===== src/rtl/pipe_skid_reg.sv =====
// Elastic pipeline register with a 2-entry skid buffer.
// The downstream stage always reads out_data straight from the main register.
// in_ready depends only on the registered state, so backpressure never forms
// a combinational path from out_ready back to the upstream stage.
// Handshake: a transfer happens on a rising edge where valid and ready are
// both high. A producer holds its data stable while valid is high and ready
// is low.
module pipe_skid_reg #(
    parameter int              DATA_W   = 64,
    parameter logic [DATA_W-1:0] NOP_DATA = '0,
    parameter int              CNT_W    = 16
) (
    input  logic              clk,
    input  logic              rst,
    input  logic              flush,
    input  logic              in_valid,
    output logic              in_ready,
    input  logic [DATA_W-1:0] in_data,
    output logic              out_valid,
    input  logic              out_ready,
    output logic [DATA_W-1:0] out_data,
    output logic [1:0]        occupancy,
    output logic [CNT_W-1:0]  bubble_cnt,
    input  logic              cnt_clr
);

    // The encoding equals the number of held entries, so the state doubles
    // as the occupancy output.
    typedef enum logic [1:0] {
        S_EMPTY = 2'd0,
        S_ONE   = 2'd1,
        S_TWO   = 2'd2
    } state_t;

    localparam logic [CNT_W-1:0] CNT_MAX = {CNT_W{1'b1}};

    state_t            state_q, state_d;
    logic [DATA_W-1:0] main_q, main_d;
    logic [DATA_W-1:0] skid_q, skid_d;
    logic [CNT_W-1:0]  cnt_q;
    logic              in_fire;
    logic              out_fire;
    logic              starved;

    assign in_ready   = (state_q != S_TWO);
    assign out_valid  = (state_q != S_EMPTY);
    assign out_data   = main_q;
    assign occupancy  = state_q;
    assign bubble_cnt = cnt_q;

    assign in_fire  = in_valid & in_ready & ~flush;
    assign out_fire = out_valid & out_ready;
    assign starved  = out_ready & ~out_valid & ~flush;

    // State and payload registers; reset drops every entry at once.
    always_ff @(posedge clk or negedge rst) begin
        if (!rst) begin
            state_q <= S_EMPTY;
            main_q  <= NOP_DATA;
            skid_q  <= NOP_DATA;
        end else begin
            state_q <= state_d;
            main_q  <= main_d;
            skid_q  <= skid_d;
        end
    end

    // Next state and payload moves; flush wins over any transfer.
    always_comb begin
        state_d = state_q;
        main_d  = main_q;
        skid_d  = skid_q;
        if (flush) begin
            state_d = S_EMPTY;
            main_d  = NOP_DATA;
            skid_d  = NOP_DATA;
        end else begin
            case (state_q)
                S_EMPTY: begin
                    if (in_fire) begin
                        main_d  = in_data;
                        state_d = S_ONE;
                    end
                end
                S_ONE: begin
                    if (in_fire && out_fire) begin
                        main_d = in_data;
                    end else if (in_fire) begin
                        skid_d  = in_data;
                        state_d = S_TWO;
                    end else if (out_fire) begin
                        main_d  = NOP_DATA;
                        state_d = S_EMPTY;
                    end
                end
                S_TWO: begin
                    if (out_fire) begin
                        main_d  = skid_q;
                        skid_d  = NOP_DATA;
                        state_d = S_ONE;
                    end
                end
                default: begin
                    state_d = S_EMPTY;
                    main_d  = NOP_DATA;
                    skid_d  = NOP_DATA;
                end
            endcase
        end
    end

    // Saturating count of cycles where the consumer was ready but starved.
    always_ff @(posedge clk or negedge rst) begin
        if (!rst) begin
            cnt_q <= '0;
        end else if (cnt_clr) begin
            cnt_q <= '0;
        end else if (starved && (cnt_q != CNT_MAX)) begin
            cnt_q <= cnt_q + 1'b1;
        end
    end

endmodule


===== config.mk =====
export PLATFORM = sky130hd
export DESIGN_NAME = pipe_skid_reg
export DESIGN_NICKNAME = d
export VERILOG_FILES = /design/src/rtl/pipe_skid_reg.sv
export SDC_FILE = /design/constraint.sdc
export NUM_CORES = 1
export LEC_CHECK = 0
export ABC_CLOCK_PERIOD_IN_PS = 2900
export BUFFER_PORTS_ARGS = -buffer_cell sky130_fd_sc_hd__buf_2
export CAP_MARGIN = 25
export CORE_MARGIN = 2
export CORE_UTILIZATION = 54
export DETAILED_ROUTE_END_ITERATION = 16
export PLACE_DENSITY = 0.82
export SLEW_MARGIN = 20
export SYNTH_ARGS = -nofsm -noshare
export SYNTH_HDL_FRONTEND = slang
export SYNTH_SLANG_ARGS = --single-unit

===== constraint.sdc =====
create_clock -name clk -period 2.9 [get_ports clk]
set_clock_uncertainty 0.15 [all_clocks]
set_input_delay 0.58 -clock clk [delete_from_list [all_inputs] [get_ports clk]]
set_output_delay 0.58 -clock clk [all_outputs]
set_load 0.02 [all_outputs]

# Yosys cells after proc, flatten, opt, wreduce, memory -nomap -nowiden
# Index checks and enable logic that the tools add are counted.
dict set report word_totals {
  ff_bits 146
  in_bits 70
  out_inout_bits 84
  wordCells 51
}
dict set report classes {
  n_addsub 1
  eq_ne 12
  mux 19
  bitwise_logic 7
  n_reduce_logical 8
}
# cell n
set op_table {}
lappend op_table {{64-bit two-way mux} 8}
lappend op_table {{64-bit case mux with 3 select lines} 2}
lappend op_table {{16-bit two-way mux} 2}
lappend op_table {{16-bit by 1-bit adder with 16-bit output (second input constant)} 1}
lappend op_table {{16-bit != test (second input constant)} 1}
lappend op_table {{2-bit two-way mux} 6}
lappend op_table {{3-bit != test (second input constant)} 4}
lappend op_table {{4-bit != test (second input constant)} 3}
lappend op_table {{4-bit AND reduction} 3}
lappend op_table {{2-bit case mux with 3 select lines} 1}
lappend op_table {{1-bit AND} 5}
lappend op_table {{2-bit != test (second input constant)} 2}
lappend op_table {{2-bit nonzero test} 2}
lappend op_table {{2-bit by 1-bit equality test with 1-bit output (second input constant)} 1}
lappend op_table {{2-bit equality test (second input constant)} 1}
lappend op_table {{1-bit logical AND} 2}
lappend op_table {{2-bit zero test} 1}
lappend op_table {{1-bit NOT} 2}

# Logic depth before layout (Yosys ltp)
# Gate-level depths: netlist (run 1).
dict set report depth {
  depth_word 7
  ltp_mapped 7
  ltp_nobuf 5
}

# Least setup slack after synthesis (run 1)
# No wires, ideal clock.
dict set report synth_timing {
  path_kind {register to register}
  startpoint {reg cnt_q[0] (netlist: bubble_cnt[0])}
  endpoint {reg cnt_q[15] (netlist: bubble_cnt[15])}
  setup_ns 0.125
  arrival_ns 1.908
  t_required_ns 2.625
  setup_slack_ns 0.717
  stages_incl_launch_ff 7
  path_buffers 1
  synth_period_minus_slack_ns 2.183
  path_cell_list {dfrtp_1 -> ha_1 -> and4_1 -> and4bb_1 -> buf_2 -> nor4_1 -> mux2_2}
}
dict set report synth_between {
  elab_chain_len 3
  elab_cells_between_ends 6
  cone_classes {add/sub (1); eq/ne (1); mux (2); reduce/logical (2)}
}
# item line_no
set synth_rtl {}
lappend synth_rtl {{start, declared} 40} ;# logic [CNT_W-1:0] cnt_q;
lappend synth_rtl {{start signal, assigned} 119} ;# cnt_q <= cnt_q + 1'b1;
lappend synth_rtl {{16-bit by 1-bit adder with 16-bit output or 16-bit != test (tied branches)} {119, 118}}
lappend synth_rtl {{16-bit two-way mux or 1-bit logical AND (tied branches)} 118} ;# end else if (starved && (cnt_q != CNT_MAX)) begin
lappend synth_rtl {{16-bit two-way mux or 2-bit nonzero test (tied branches)} -}
# Parallel ways exist; a longest one is shown, timed or not. The select of a mux whose other input is x is not followed.
# A chain may end at the register's enable or synchronous reset.

# Final worst setup path (run 1)
dict set report layout_timing {
  startpoint {reg state_q[1] (netlist: occupancy[1])}
  endpoint {out in_ready}
}
dict set report layout_between {
  elab_chain_len 1
}
# item line_no
set layout_rtl {}
lappend layout_rtl {{start, declared} 37} ;# state_t state_q, state_d;
lappend layout_rtl {{start signal, assigned} 62} ;# state_q <= state_d;
lappend layout_rtl {{2-bit != test} 45} ;# assign in_ready = (state_q != S_TWO);
lappend layout_rtl {{end, declared} 17} ;# output logic in_ready,
# Every way passes these cells.

==> results of run 1 <==
## placed cells by master, fill, tap and decap left out, drive strengths merged, types with 4 or more instances in the layout
| cell type | synthesis | layout |
|---|---|---|
| nand3 | 4 | 4 |
| dfrtp | 146 | 146 |
| or4 | 9 | 9 |
| o2bb2ai | 64 | 64 |
| clkbuf | 20 | 25 |
| or3 | 4 | 4 |
| a22oi | 64 | 64 |
| mux2i | 64 | 64 |
| nor2 | 6 | 6 |
| buf | 27 | 168 |
| o21ai | 4 | 4 |
| a21oi | 16 | 16 |
| o31ai | 10 | 10 |
| nand4 | 4 | 4 |
| nand2 | 72 | 72 |
| inv | 68 | 68 |
| nand3b | 4 | 4 |
| nor2b | 4 | 4 |
## sequential cells by signal (all words and copies together), names as in the netlist
name	flops
occupancy	2
out_data	64
bubble_cnt	16
skid_q	64
## kinds of logic (layout without fill, tap and decap cells)
group,count (synthesis),after routing
AOI/OAI and AO/OA,163,163
DFF,146,146
and+or+nand+nor,118,118
buffers and inverters,115,266
muxes,67,67
adders and majority gates,1,1
## metrics by stage
| step | total power, mW | instance area [um2] | util, % | setup WS [ns] | std cells |
|---|---|---|---|---|---|
| after floorplan | 2.675 | 6703 | - | 0.7169 | 610 |
| after global placement | 2.930 | 7606 | 63.06 | 0.6396 | 899 |
| after detailed placement | 2.959 | 7606 | 63.06 | 0.5730 | 899 |
| after CTS | 5.183 | 8202 | 68.00 | 0.3229 | 929 |
| after global routing | 5.355 | 8202 | 68.00 | 0.2366 | 929 |
| final | 5.140 | 8202 | 68.00 | 0.3310 | 929 |
## routing by layer
metal,routed length (um),vias to the layer above,track usage (%)
li1,-,2460,-
met1,6914,2690,34.11
met2,8249,215,41.48
met3,983,34,6.172
met4,353,0,10.84
met5,0,-,0
## cell type report
class | instances | area, um2
Fill cell | 885 | 3860
Sequential cell | 146 | 3654
Multi-Input combinational cell | 349 | 2590
Timing Repair Buffer | 168 | 897.1
Clock buffer | 25 | 495.5
Inverter | 68 | 255.2
Tap cell | 168 | 210.2
Clock inverter | 5 | 100.1
## path summary, 6_finish.rpt
path / end / cells past startpoint
min in group clk: skid_q[40] / 3
worst min-delay path: bubble_cnt[11] / 1
worst max register to register: bubble_cnt[15] / 5
worst min register to register: out_data[17] / 1
max in group asynchronous: out_data[53] / 2
worst max-delay path: in_ready / 4
## power breakdown
group | switching (mW) | internal [mW]
Sequential | 0.0816 | 2.16
Combinational | 0.442 | 0.244
Clock | 0.779 | 1.43
Total | 1.30 | 3.84
==> key figures, run 1 <==
CTS
  • Clock Sink Count: 146
  • Postcts setup bufs: 0
  • Hold Buf Count CTS: 0
  • Post-cts repair resize count: 0
  • CTS root buf: clkbuf_16
  • Max Root-Sink Buffers: 2
  • Clk pin slew, worst setup/hold paths: 0.05 ns
  • Htree depth: 4
  • Worst skew pair latency: 0.42 ns
  • Num CTS Buffers: 17
  • TritonCTS clock tree: built

Yosys
  • Synth cell count leaders: 146 x dfrtp_1, 72 x nand2_1, 67 x inv_1
  • Compound-cell area share of the yosys netlist: 18.82%
  • Synth Register Bits: 146
  • Distinct cells, synth: 41
  • Syn Area/Cell: 10.99 um2
  • Xor/xnor cell area share of the yosys netlist: 0%
  • Cell with the most instances after synthesis: dfrtp_1
  • Yosys top cell by area: dfrtp_1
  • Post-synthesis mux area share: 10.06%
  • Post-synth top flop: dfrtp_1
  • Fraction of registers with async set/reset: 100.0%
  • Leading post-synthesis cells by cell area: dfrtp_1 55%, mux2i_1 9.6%, o2bb2ai_1 8.4%, a22oi_1 7.2%, nand2_1 4.0%
  • Mapped Cells: 610
  • Synth Area in Simple Gates: 9.166%
  • Synth Area in Adders: 0.1867%
  • Yosys warning total: 0
  • Post-synth top area share: 54.51%
  • Syn_nets: 681
  • Largest family of logic cells by synthesized area: compound AO/OA/AOI/OAI gates
  • Sequential share of the synthesized area: 54.51%
  • Post-Syn Area: 0.006703 mm2
  • Post-synth EDFFs: 0

Drt
  • Mean number of vias per cell: 5.812
  • WL final: 16.50 mm
  • Vias after detailed routing: 5,399
  • Initial DRT Pass Iterations: 5
  • Antenna viol nets, final: 0
  • DRC Markers: 0
  • Iter 0 DRT Violations: 554
  • Drt wl/cell: 17.76 um

Finish
  • Syn-to-layout area delta: 22.36%
  • Share of post-route cells with drive strength above 1: 27.07%
  • Layout Nets: 821
  • Ant. Diodes: 0

Floorplan
  • Die ar.: 0.01332 mm2
  • # IOs: 154
  • Initial Util: 55.57%
  • Die W: 115.4 um
  • Core ar.: 0.01206 mm2
  • Rows: 40
  • Die height: 115.4 um

Critical path
  • Crit path DAT: 1.84 ns
  • Startpoint Class: register
  • Critical path's top delay family: flip-flops
  • WP data required: 2.17 ns
  • Worst path bufs/invs: 3
  • Crit Path Max Fanout: 23
  • Reg2reg start: bubble_cnt[0]
  • Critical path type: register to output port
  • Crit path max-delay cell type: dfrtp_1
  • Crit-path cells: nor2b_4, buf_4, inv_1, buf_2
  • R2r setup slk: 0.56 ns
  • Crit path from: occupancy[1]
  • CP endpoint kind: output port
  • CP max stage delay: 0.63 ns

Timing
  • Crit share post-route: 88.59%
  • Measured slew at the worst slew-check pin: 0.6582 ns
  • Final-report setup violation count: 0
  • RSZ-0062 raised after global routing: false
  • Final Hold Viols: 0
  • Slew headroom: 56.12%
  • Hold slack: 0.005078 ns
  • Final Max Tran Viols: 0
  • Min cycle time layout: 2.569 ns
  • Fmax: 0.3893 GHz
  • Setup TNS: 0 ns

Place
  • # port buffers: 153
  • GP Congestion: 0.7882
  • Post-DP HPWL: 10.47 mm

Global route
  • Gr ovfl total: 0
  • Global Route Usage Sum: 25.91%
  • Global-route wire length before repair: 27.03 mm
  • Largest net degree at the start of global routing: 71
  • Initial antenna violation count: 0
  • Vias in the first global route: 5,510

Pwr
  • Power per cell area: 626.7 mW/mm2
  • Worst VDD drop: 0.0003862 V
  • P_leak: 3.984 nW

Flow run
  • Max cap viols: 0

Status
  • Status: complete, no violations

Worst hold path
  • Min-delay worst type: input port to asynchronous set/reset pin
No activity file was read; power rests on OpenSTA's default activity.
==> inputs of run 2 (changes only) <==
Settings changed: ABC_AREA from default to 1, CORE_ASPECT_RATIO from default to 0.9, CORE_UTILIZATION 54 to 55, PLACE_DENSITY 0.82 to 0.83.
==> run 2 against run 1 <==
Compared with the run above: the flow now finishes with violations (hold timing); sequential share of layout area decreased by 2.3 points; die area grew 3.1%; flip-flop and latch count did not move; total power grew 27%; sequential power rose by 12%; fmax fell by 2.2%; setup slack worse by 0.059 ns; clock-buffer cell count down 7; synthesized area is 5.1% higher; wire length increased by 7.4%; non-clock buffer count grew 3; final cell count rose by 37%; critical endpoint is now out_data[35]; largest power group unchanged.
==> key figures, run 2 <==
Status
  • Status: finished, violations left
  • Failing checks: hold timing

Timing
  • Final-report setup violation count: 0
  • Measured slew at the worst slew-check pin: 0.8294 ns
  • Min cycle time layout: 2.628 ns
  • Fmax: 0.3805 GHz
  • RSZ-0062 raised after global routing: false
  • Final Hold Viols: 5
  • Final worst slack: 0.2720 ns
  • Setup TNS: 0 ns
  • Hold slack: -0.009065 ns
  • Crit share post-route: 90.62%
  • Final Max Tran Viols: 0
  • Slew headroom: 44.65%

Floorplan
  • Rows: 39
  • Die height: 111.4 um
  • Die W: 123.3 um
  • Initial Util: 55.94%
  • Core ar.: 0.01259 mm2
  • Die ar.: 0.01373 mm2
  • # IOs: 154

Yosys
  • Distinct cells, synth: 22
  • Synth Register Bits: 146
  • Synth cell count leaders: 555 x nand2_1, 146 x dfrtp_1, 45 x o21ai_1, 42 x nand3_1, 35 x buf_2
  • Mapped Cells: 955
  • Syn Area/Cell: 7.375 um2
  • Fraction of registers with async set/reset: 100.0%
  • Yosys top cell by area: dfrtp_1
  • Sequential share of the synthesized area: 51.87%
  • Post-synth top flop: dfrtp_1
  • Post-synth EDFFs: 0
  • Syn_nets: 1,026
  • Post-synth top area share: 51.87%
  • Yosys warning total: 0
  • Post-Syn Area: 0.007043 mm2
  • Leading post-synthesis cells by cell area: dfrtp_1 52%, nand2_1 30%, o21ai_1 3.2%, nand3_1 3.0%, nand4_1 2.8%
  • Cell with the most instances after synthesis: nand2_1

Finish
  • Layout Nets: 1,162
  • Most frequent cells in the layout: 554 x nand2_1, 152 x buf_2, 146 x dfrtp_1
  • Share of post-route cells with drive strength above 1: 19.66%
  • Multi-input logic area: 0.003099 mm2
  • # fillers: 1,033
  • Most common cell after layout, fill and taps aside: nand2_1
  • Register Area: 0.003654 mm2
  • Syn-to-layout area delta: 22.67%

Drt
  • Iter 0 DRT Violations: 658
  • Antenna viol nets, final: 0
  • Drt wl/cell: 13.95 um
  • Mean number of vias per cell: 5.157
  • Vias after detailed routing: 6,555
  • WL final: 17.73 mm
  • DRC Markers: 0
  • Initial DRT Pass Iterations: 5

CTS
  • CTS root buf: clkbuf_16
  • Clk pin slew, worst setup/hold paths: 0.06 ns
  • Clock Sink Count: 146
  • Htree depth: 4
  • Num CTS Buffers: 17
  • Post-cts repair resize count: 0
  • Worst skew pair latency: 0.42 ns
  • Hold Buf Count CTS: 0
  • Postcts setup bufs: 0
  • TritonCTS clock tree: built
  • Max Root-Sink Buffers: 2

Place
  • Dpl ws: 0.2405 ns
  • # port buffers: 153
  • Post-DP HPWL: 11.23 mm
  • GP Congestion: 0.8117

Pwr
  • Worst VDD drop: 0.0004498 V
  • P_leak: 4.734 nW
  • Power per cell area: 755.1 mW/mm2
  • Total Power: 6.524 mW

Global route
  • Global Route Usage Sum: 27.39%
  • Initial antenna violation count: 4
  • Gr ovfl total: 0
  • Largest net degree at the start of global routing: 89
  • Vias in the first global route: 6,251
  • Global-route wire length before repair: 29.87 mm

Critical path
  • Crit path DAT: 2.83 ns
  • WP data required: 3.11 ns
  • Startpoint Class: register
  • Crit Path Max Fanout: 52
  • CP endpoint kind: register
  • Worst r2r path cells: 10
  • Critical path type: register to register

Flow run
  • Max cap viols: 0

Worst hold path
  • Min-delay worst type: input port to asynchronous set/reset pin
-- run 2: cell types whose count changed in the layout (fill, tap and decap cells not counted), sizes merged, moves of 5 or more --
cell      change
o2bb2ai      -64
inv          -51
nand3        +38
a22oi        -64
a21oi        -13
clkinvlp      +5
nor2         +21
nand4        +27
o31ai         -9
or4           -9
nand2       +483
o21ai        +62
clkbuf        -7
mux2i        -64
-- run 2: layout make-up --
| class | count | area share [%] |
|---|---|---|
| Inverter | 17 | 0.7386 |
| Timing Repair Buffer | 171 | 10.93 |
| Sequential cell | 146 | 42.29 |
| Clock buffer | 18 | 4.967 |
| Antenna cell | 3 | 0.08689 |
| Multi-Input combinational cell | 738 | 35.87 |
| Clock inverter | 14 | 2.737 |
| Tap cell | 164 | 2.375 |
-- run 2: final timing paths --
path	startpoint	end	slack (ns)
max in group asynchronous	rst	out_data[28]	1.89
worst min register to register	out_data[29]	out_data[29]	0.32
min in group clk	in_data[9]	skid_q[9]	0.27
worst min-delay path	rst	bubble_cnt[9]	-0.009
worst max-delay path	occupancy[0]	out_data[35]	0.27
worst max register to register	occupancy[0]	out_data[35]	0.27
-- run 2: per-stage QoR --
step	cell area, um2	instances	utilization [%]	hold WS (ns)
3_3_place_gp	7966	1236	63.28	0.3068
5_1_grt	8635	1269	68.58	0.02590
3_5_place_dp	7966	1236	63.28	0.3095
6_report	8640	1271	68.62	-0.009065
4_1_cts	8632	1268	68.56	0.007383
2_1_floorplan	7043	955	-	0.1344
-- run 2: critical path: stages (launching register included) --
cell     delay, ns
dfrtp_1       0.48
nand2_1       0.18
nor2_4        0.11
buf_4         0.47
nand3_1       0.30
nand2_2       0.30
buf_12        0.25
nand2_1       0.07
nand2_1       0.06
nand2_1       0.05
nand2_1       0.09
-- run 2: cells by family after synthesis --
| logic type | Yosys count | synth area share, % |
|---|---|---|
| flops | 146 | 51.87 |
| buf+inv | 71 | 4.512 |
| simple gates | 660 | 37.63 |
| fa+ha+maj | 1 | 0.1776 |
| xor+xnor | 3 | 0.3731 |
| compound gates | 74 | 5.436 |
-- run 2: metal layers --
| layer | vias up | GRT usage [%] | routed length, um |
|---|---|---|---|
| met5 | - | 0 | 13 |
| met4 | 2 | 9.773 | 225 |
| met3 | 20 | 6.352 | 1383 |
| met2 | 238 | 42.49 | 8348 |
| met1 | 3006 | 37.86 | 7757 |
| li1 | 3289 | - | - |
-- run 2: report_power, final --
group          internal (mW)  switching [mW]  total (mW)
clock network           1.61           0.862        2.47
logic                  0.450            1.09        1.55
registers               2.34           0.171        2.51
total                   4.39            2.13        6.52
